[config.mk]
export PLATFORM = sky130hd
export DESIGN_NAME = cgra_data_bus_arbiter
export DESIGN_NICKNAME = d
export VERILOG_FILES = /design/src/rtl/cgra_data_bus_arbiter.sv
export SDC_FILE = /design/constraint.sdc
export NUM_CORES = 1
export LEC_CHECK = 0
export ABC_AREA = 1
export CAP_MARGIN = 10
export CELL_PAD_IN_SITES_DETAIL_PLACEMENT = 1
export CELL_PAD_IN_SITES_GLOBAL_PLACEMENT = 2
export CORE_AREA = 2 2 246 248
export DETAILED_ROUTE_END_ITERATION = 7
export DIE_AREA = 0 0 248 250
export GPL_TIMING_DRIVEN = 0
export PLACE_DENSITY_LB_ADDON = 0.1
export SLEW_MARGIN = 20
export SYNTH_ARGS = -nofsm -noshare
export SYNTH_HDL_FRONTEND = slang
export SYNTH_SLANG_ARGS = --single-unit
[constraint.sdc]
create_clock -name clk_i -period 1.98 [get_ports clk_i]
set_input_delay 0.297 -clock clk_i [delete_from_list [all_inputs] [get_ports clk_i]]
set_output_delay 0.297 -clock clk_i [all_outputs]
set_load 0.05 [all_outputs]
[src/rtl/cgra_data_bus_arbiter.sv]
// cgra_data_bus_arbiter
// Shares N_REQ column data-bus requesters among N_PORT OBI-style master ports.
// Requester r is statically bound to port r mod N_PORT; requesters sharing a
// port are served round-robin. Each port keeps a tag FIFO of accepted
// transactions so that in-order responses return to the issuing requester.
//
// Handshake: an address phase completes in the cycle where req and gnt are
// both high. Once a port raises port_req_o without a grant, its winner is held
// (req and address stay stable) until port_gnt_i arrives. Every accepted
// transaction, read or write, returns exactly one port_rvalid_i.
//
// Ports:
//   clk_i, rst_ni                     clock, asynchronous active-low reset
//   req_i/we_i/be_i/add_i/wdata_i     per-requester address phase
//   gnt_o                             per-requester grant (combinational)
//   rvalid_o/rdata_o                  per-requester response (rdata 0 when idle)
//   port_req_o/we/be/add/wdata        per-port address phase of the winner
//   port_gnt_i                        per-port grant
//   port_rvalid_i/port_rdata_i        per-port response
//   busy_o                            any port has outstanding transactions
//   err_o                             sticky: response seen with empty FIFO
module cgra_data_bus_arbiter #(
  parameter int N_REQ      = 4,
  parameter int N_PORT     = 2,
  parameter int ADD_WIDTH  = 32,
  parameter int DATA_WIDTH = 32,
  parameter int MAX_OUTST  = 2
) (
  input  logic                                 clk_i,
  input  logic                                 rst_ni,
  input  logic [N_REQ-1:0]                     req_i,
  input  logic [N_REQ-1:0]                     we_i,
  input  logic [N_REQ-1:0][3:0]                be_i,
  input  logic [N_REQ-1:0][ADD_WIDTH-1:0]      add_i,
  input  logic [N_REQ-1:0][DATA_WIDTH-1:0]     wdata_i,
  output logic [N_REQ-1:0]                     gnt_o,
  output logic [N_REQ-1:0]                     rvalid_o,
  output logic [N_REQ-1:0][DATA_WIDTH-1:0]     rdata_o,
  output logic [N_PORT-1:0]                    port_req_o,
  output logic [N_PORT-1:0]                    port_we_o,
  output logic [N_PORT-1:0][3:0]               port_be_o,
  output logic [N_PORT-1:0][ADD_WIDTH-1:0]     port_add_o,
  output logic [N_PORT-1:0][DATA_WIDTH-1:0]    port_wdata_o,
  input  logic [N_PORT-1:0]                    port_gnt_i,
  input  logic [N_PORT-1:0]                    port_rvalid_i,
  input  logic [N_PORT-1:0][DATA_WIDTH-1:0]    port_rdata_i,
  output logic                                 busy_o,
  output logic                                 err_o
);

  localparam int G  = N_REQ / N_PORT;                        // group size
  localparam int TW = (G > 1) ? $clog2(G) : 1;               // local index width
  localparam int PW = (MAX_OUTST > 1) ? $clog2(MAX_OUTST) : 1;
  localparam int CW = $clog2(MAX_OUTST + 1);

  typedef logic [TW-1:0] tag_t;
  typedef enum logic { LK_FREE = 1'b0, LK_HELD = 1'b1 } lock_t;

  // Registered state
  tag_t            prio_q   [N_PORT];
  lock_t           lock_q   [N_PORT];
  tag_t            lock_k_q [N_PORT];
  tag_t            fifo_q   [N_PORT][MAX_OUTST];
  logic [PW-1:0]   wptr_q   [N_PORT];
  logic [PW-1:0]   rptr_q   [N_PORT];
  logic [CW-1:0]   cnt_q    [N_PORT];
  logic            err_q;

  // Combinational per-port decisions
  logic [G-1:0]    grp_req  [N_PORT];
  logic [N_PORT-1:0] win_v, fire, pop, ovf;
  tag_t            win_k    [N_PORT];
  tag_t            head     [N_PORT];

  // Local index visited at step i of a search starting at start.
  function automatic tag_t rr_idx(input tag_t start, input int i);
    rr_idx = tag_t'((int'(start) + i) % G);
  endfunction

  function automatic logic [PW-1:0] ptr_inc(input logic [PW-1:0] ptr);
    if (ptr == PW'(MAX_OUTST - 1)) ptr_inc = '0;
    else                           ptr_inc = ptr + PW'(1);
  endfunction

  always_comb begin
    port_req_o   = '0;
    port_we_o    = '0;
    port_be_o    = '0;
    port_add_o   = '0;
    port_wdata_o = '0;
    gnt_o        = '0;
    rvalid_o     = '0;
    rdata_o      = '0;
    win_v        = '0;
    fire         = '0;
    pop          = '0;
    ovf          = '0;
    for (int p = 0; p < N_PORT; p++) begin
      for (int k = 0; k < G; k++) grp_req[p][k] = req_i[k*N_PORT+p];
      // A held winner overrides the round-robin search.
      win_v[p] = (lock_q[p] == LK_HELD);
      win_k[p] = lock_k_q[p];
      if (lock_q[p] == LK_FREE) begin
        for (int i = 0; i < G; i++) begin
          if (!win_v[p] && grp_req[p][rr_idx(prio_q[p], i)]) begin
            win_v[p] = 1'b1;
            win_k[p] = rr_idx(prio_q[p], i);
          end
        end
      end
      // Gated by the count before any same-cycle pop.
      port_req_o[p] = win_v[p] && (cnt_q[p] < CW'(MAX_OUTST));
      fire[p]       = port_req_o[p] && port_gnt_i[p];
      pop[p]        = port_rvalid_i[p] && (cnt_q[p] != '0);
      ovf[p]        = port_rvalid_i[p] && (cnt_q[p] == '0);
      head[p]       = fifo_q[p][rptr_q[p]];
      for (int k = 0; k < G; k++) begin
        if (win_v[p] && (win_k[p] == tag_t'(k))) begin
          port_we_o[p]    = we_i[k*N_PORT+p];
          port_be_o[p]    = be_i[k*N_PORT+p];
          port_add_o[p]   = add_i[k*N_PORT+p];
          port_wdata_o[p] = wdata_i[k*N_PORT+p];
        end
      end
    end
    for (int r = 0; r < N_REQ; r++) begin
      gnt_o[r]    = fire[r%N_PORT] && (win_k[r%N_PORT] == tag_t'(r / N_PORT));
      rvalid_o[r] = pop[r%N_PORT]  && (head[r%N_PORT]  == tag_t'(r / N_PORT));
      if (rvalid_o[r]) rdata_o[r] = port_rdata_i[r%N_PORT];
    end
  end

  always_ff @(posedge clk_i or negedge rst_ni) begin
    if (!rst_ni) begin
      err_q <= 1'b0;
      for (int p = 0; p < N_PORT; p++) begin
        prio_q[p]   <= '0;
        lock_q[p]   <= LK_FREE;
        lock_k_q[p] <= '0;
        wptr_q[p]   <= '0;
        rptr_q[p]   <= '0;
        cnt_q[p]    <= '0;
        for (int s = 0; s < MAX_OUTST; s++) fifo_q[p][s] <= '0;
      end
    end else begin
      if (|ovf) err_q <= 1'b1;
      for (int p = 0; p < N_PORT; p++) begin
        if (fire[p]) begin
          fifo_q[p][wptr_q[p]] <= win_k[p];
          wptr_q[p]            <= ptr_inc(wptr_q[p]);
          prio_q[p]            <= (win_k[p] == tag_t'(G - 1)) ? '0 : win_k[p] + tag_t'(1);
          lock_q[p]            <= LK_FREE;
        end else if (port_req_o[p]) begin
          lock_q[p]   <= LK_HELD;
          lock_k_q[p] <= win_k[p];
        end
        if (pop[p]) rptr_q[p] <= ptr_inc(rptr_q[p]);
        case ({fire[p], pop[p]})
          2'b10:   cnt_q[p] <= cnt_q[p] + CW'(1);
          2'b01:   cnt_q[p] <= cnt_q[p] - CW'(1);
          default: cnt_q[p] <= cnt_q[p];
        endcase
      end
    end
  end

  always_comb begin
    busy_o = 1'b0;
    for (int p = 0; p < N_PORT; p++) if (cnt_q[p] != '0) busy_o = 1'b1;
  end

  assign err_o = err_q;

endmodule
Yosys cells after proc, flatten, opt, wreduce, memory -nomap -nowiden
Index checks and enable logic that the tools add are counted.
W data, S select, Z words.
- flip-flop bits (word level): 19
- output and inout port bits: 278
- word-level logic and storage cells: 164
- add/sub/neg operators: 12
- order comparisons: 12
- eq/ne operators: 4
- muxes and demuxes: 68
- bitwise logic cells: 10
- reductions and logical operators: 41
- operators with widths (operator ; number):
    $mux W32 ; 12
    $mux W1 ; 46
    $logic_and A1 B1 Y1 ; 26
    $mux W4 ; 4
    $reduce_bool A2 Y1 ; 6
    $add A1 B1 Y1 const B ; 8
    $ge A2 B2 Y1 const B ; 4
    $lt A1 B2 Y1 const B ; 4
    $not A1 Y2 ; 4
    $pmux W2 S2 ; 2
    $not A1 Y1 ; 6
    $add A2 B1 Y2 const B ; 2
    $bwmux W2 ; 2
    $eq A2 B1 Y1 const B ; 2
    $eq A2 B2 Y1 const B ; 2
    $logic_not A1 Y1 ; 4
    $logic_not A2 Y1 ; 2
    $lt A2 B1 Y1 const B ; 2
    $lt A2 B2 Y1 const B ; 2
    $reduce_and A2 Y1 ; 2
    $sub A2 B1 Y2 const B ; 2
    $demux W1 S1 ; 2
    $reduce_or A2 Y1 ; 1

Depth between registers and ports, before layout
- word-level depth: 13
- gate-level depth with buffers: 11

Least setup slack after synthesis
No wires, ideal clock.
- path type: reg2out
- start: reg rptr_q[1] in the netlist's numbering
- end: out rdata_o[86] in the netlist's numbering
- data arrival time: 1.704 ns
- data required time: 1.683 ns
- path slack: -0.021 ns
- cell stages (with the launch flop): 6
- cells stage by stage: dfrtp_1 -> mux2i_1 -> or2_2 -> buf_2 -> buf_6 -> nor2_1
- RTL lines (item ; RTL line ; RTL):
    start, declared ; 65 ; logic [PW-1:0] rptr_q [N_PORT];
    start signal, assigned by index ; 157 ; if (pop[p]) rptr_q[p] <= ptr_inc(rptr_q[p]);
    end, declared ; 38 ; output logic [N_REQ-1:0][DATA_WIDTH-1:0] rdata_o,

==> reports/results.tsv <==
stage	metric	value	unit
timing	Slew HR	62.0	%
status	status	complete, but fails checks	
worst_setup_path	CP arrival	1910	ps
route	WL/cell	19.6	um
synth	post-synthesis simple-gate area fraction	68.5	%
synth	Cell Area, Synth	0.00509	sq mm
layout	Layout area overhead	196	%
timing	fin crit share	111	%
timing	final count of hold timing violations	0	
synth	most numerous cell in the Yosys netlist	nand2_1	
synth	Synth top area share	24.8	%
floorplan	starting density of the core	8.55	%
synth	Post-Syn Nets	1175	
route	post-route ant nets	0	
worst_setup_path	flop-to-flop setup slack	120	ps
synth	number of synthesized register bits	19	
timing	Final setup viols	142	
placed_design	Cells after DPL	2232	
clocking	clk slew on worst S/H paths	60	ps
route	DRC viols	0	
worst_setup_path	most frequent CP cell	nand2_2	
synth	xor/xnor share of the synthesized area	1.03	%
clocking	TritonCTS Buffers	3	
global_routing	initial antenna violation count	6	
synth	Synth Area in Adders	0.491	%
global_routing	met1 Track Usage GR	13.0	%
global_routing	most used routing layer	met2	
run	max-cap violations	0	
worst_setup_path	critical path class	reg -> out	
synth	mux share of post-synthesis cell area	0.393	%
global_routing	number of global-route vias before repair	9111	
route	Total Wirelength	44700	um
floorplan	Die H	250	um
clocking	Skew-Pair Late Insertion Delay	250	ps
global_routing	global router's overall resource usage	13.4	%
pwr	Final Power	25.2	mW
pwr	P_leak	6.59	nW
layout	non-filler cells, final	2285	
clocking	CTS tree	done	
clocking	CTS max path bufs	2	
timing	setup_tns	-22930	ps
synth	mean post-synth cell area	6.19	sq um
placed_design	Placer Congestion	0.733	
synth	Top FF cell, synth	dfrtp_1	
layout	Final #Nets	1853	
synth	synth warn	0	
floorplan	Placeable Area	0.0596	sq mm
clocking	Root Buffer Master	clkbuf_16	
synth	post-synthesis compound-gate area fraction	1.45	%
worst_setup_path	CP max FO	5	
floorplan	Row Count	90	
global_routing	M3 GR Usage	4.73	%
route	Vias	8545	
timing	Fmax	454	MHz
timing	setup slack after layout	-224	ps
layout	end-of-flow core utilization	25.3	%
synth	number of synthesized flops with an enable pin	0	
timing	Slew Limit Fails	0	
worst_setup_path	Slowest cell on crit path	dfrtp_1	
global_routing	largest net degree at the start of global routing	20	
floorplan	die width	248	um
worst_setup_path	CP cell instances	nand2_1, nand2_2, nand2_2, nand2_2, nand2_4, nand2_4, buf_6, clkbuf_16, clkbuf_16, nand3_2, nand2_1, buf_6	
worst_setup_path	worst path required time	1680	ps
synth	largest family of logic cells by synthesized area	simple AND/OR/NAND/NOR gates	
synth	Post-synth top cells	180 x nand2_1, 142 x nand4_1, 138 x nor2_1	
worst_hold_path	Hold Crit Class	in -> async	
route	Detailed Route Iter0 Violations	163	
placed_design	port bufs	627	
timing	Setup Skew	3.51	ps
synth	sequential fraction of the synthesis area	9.33	%
synth	Synth cell types	26	
placed_design	Final HPWL DP	36300	um
synth	Yosys top cell by area	nand3_2	
layout	share of layout cells above drive strength 1	49.4	%
worst_setup_path	Setup crit start kind	flip-flop	
worst_setup_path	Setup crit end kind	output pin	
worst_setup_path	critical path's largest stage delay	410	ps
timing	min cycle time layout	2200	ps
floorplan	IO Pins	628	
synth	Post-synth ARST share	100	%
route	vias per inst	3.74	
synth	leading post-synthesis cells by cell area	nand3_2 25%, nand4_1 17%, nand2_1 13%	
global_routing	total grt overflow	0	
synth	cells after synthesis	823	
clocking	# H-tree levels	1	
pwr	VDD IR max	0.000921	V
timing	RSZ-0062 raised after global routing	true	
global_routing	met2 Usage GRT	27.2	%
global_routing	first-pass GRT wire length	62300	um
timing	Worst Tran Pin Value	568	ps
floorplan	die area	0.0620	sq mm
pwr	pwr/cell area	1670	mW/mm^2
status	failing checks	negative setup slack	
clocking	TritonCTS sink count	19	
route	Pre-antenna DRT Iters	4	
## path summary, 6_finish.rpt
check,cells after the start,from,to
setup / recovery,12,prio_q[0],port_wdata_o[34]
hold / removal,1,rst_ni,lock_q[1]
setup reg to reg,11,prio_q[0],cnt_q[1]
hold reg to reg,2,fifo_q[0],fifo_q[0]
max in group asynchronous,1,rst_ni,cnt_q[0]
min in group clk_i,2,port_rvalid_i[0],err_o
## repair_timing
| action | in CTS | in global routing |
|---|---|---|
| cloned | 13 | 9 |
| pin swaps | 41 | 62 |
| buffers inserted | 28 | 5 |
| setup endpoints to repair | 279 | 260 |
| gates resized for setup | 2051 | 322 |
| hold buffers | 0 | 0 |
## worst max-delay path: cells and delay by family, from the launching register on
family	cells	cell delay, ps
and+or+nand+nor	8	620
buffers and inverters	4	610
DFF	1	410
## through the flow
step,hold WS (ps),worst slack [ps],cell area (sq um)
6_report,3.12,-224,15100
5_1_grt,44.7,-332,15100
4_1_cts,492,-232,13900
3_5_place_dp,479,-1070,12400
3_3_place_gp,475,-1090,12400
2_1_floorplan,1.41,-20.9,5100
## layer usage
| metal | routed length, um | part of all wire (%) | up-vias |
|---|---|---|---|
| li1 | - | - | 4137 |
| met1 | 14700 | 33 | 4031 |
| met2 | 25300 | 57 | 343 |
| met3 | 4120 | 9.2 | 28 |
| met4 | 469 | 1.0 | 6 |
| met5 | 45 | 0.10 | - |
## power breakdown
part | switching [mW] | internal, mW | total (mW)
clock network | 0.156 | 0.274 | 0.430
logic | 14.6 | 9.42 | 24.0
registers | 0.199 | 0.578 | 0.777
total | 15.0 | 10.3 | 25.2
## flip-flops by register name (all words and copies together), names as in the netlist
signal    count
lock_q        2
rptr_q        2
lock_k_q      2
wptr_q        2
cnt_q         4
prio_q        2
err_o         1
fifo_q        4
## layout by cell type (no fill, tap or decap), types with 7 or more instances in the layout
cell type	n
clkdlybuf4s50_1	343
nand4_1	142
buf_8	126
nand2_2	123
nor2_1	117
nand3_2	86
buf_6	85
inv_1	77
buf_4	75
nand3_4	58
nand2_1	41
clkbuf_4	38
buf_2	25
buf_12	22
nand2_4	20
nor2_2	19
dfrtp_1	17
clkbuf_16	12
buf_16	11
clkbuf_2	10
clkdlybuf4s15_2	8
dlygate4sd2_1	7
## cell type report
class / instances / area [sq um]
Fill cell: 7002 / 44500
Timing Repair Buffer: 680 / 7500
Multi-Input combinational cell: 634 / 4770
Tap cell: 782 / 978
Buffer: 81 / 945
Sequential cell: 19 / 478
Inverter: 82 / 308
Clock buffer: 4 / 78.8
Antenna cell: 3 / 7.51
## cells by family after synthesis
group	after synthesis
AOI/OAI and AO/OA	13
xor gates and xnor gates	6
adders and majority gates	2
buffers and inverters	170
DFF	19
muxes	2
and+or+nand+nor	611
Power figures use the tool's default switching activity.
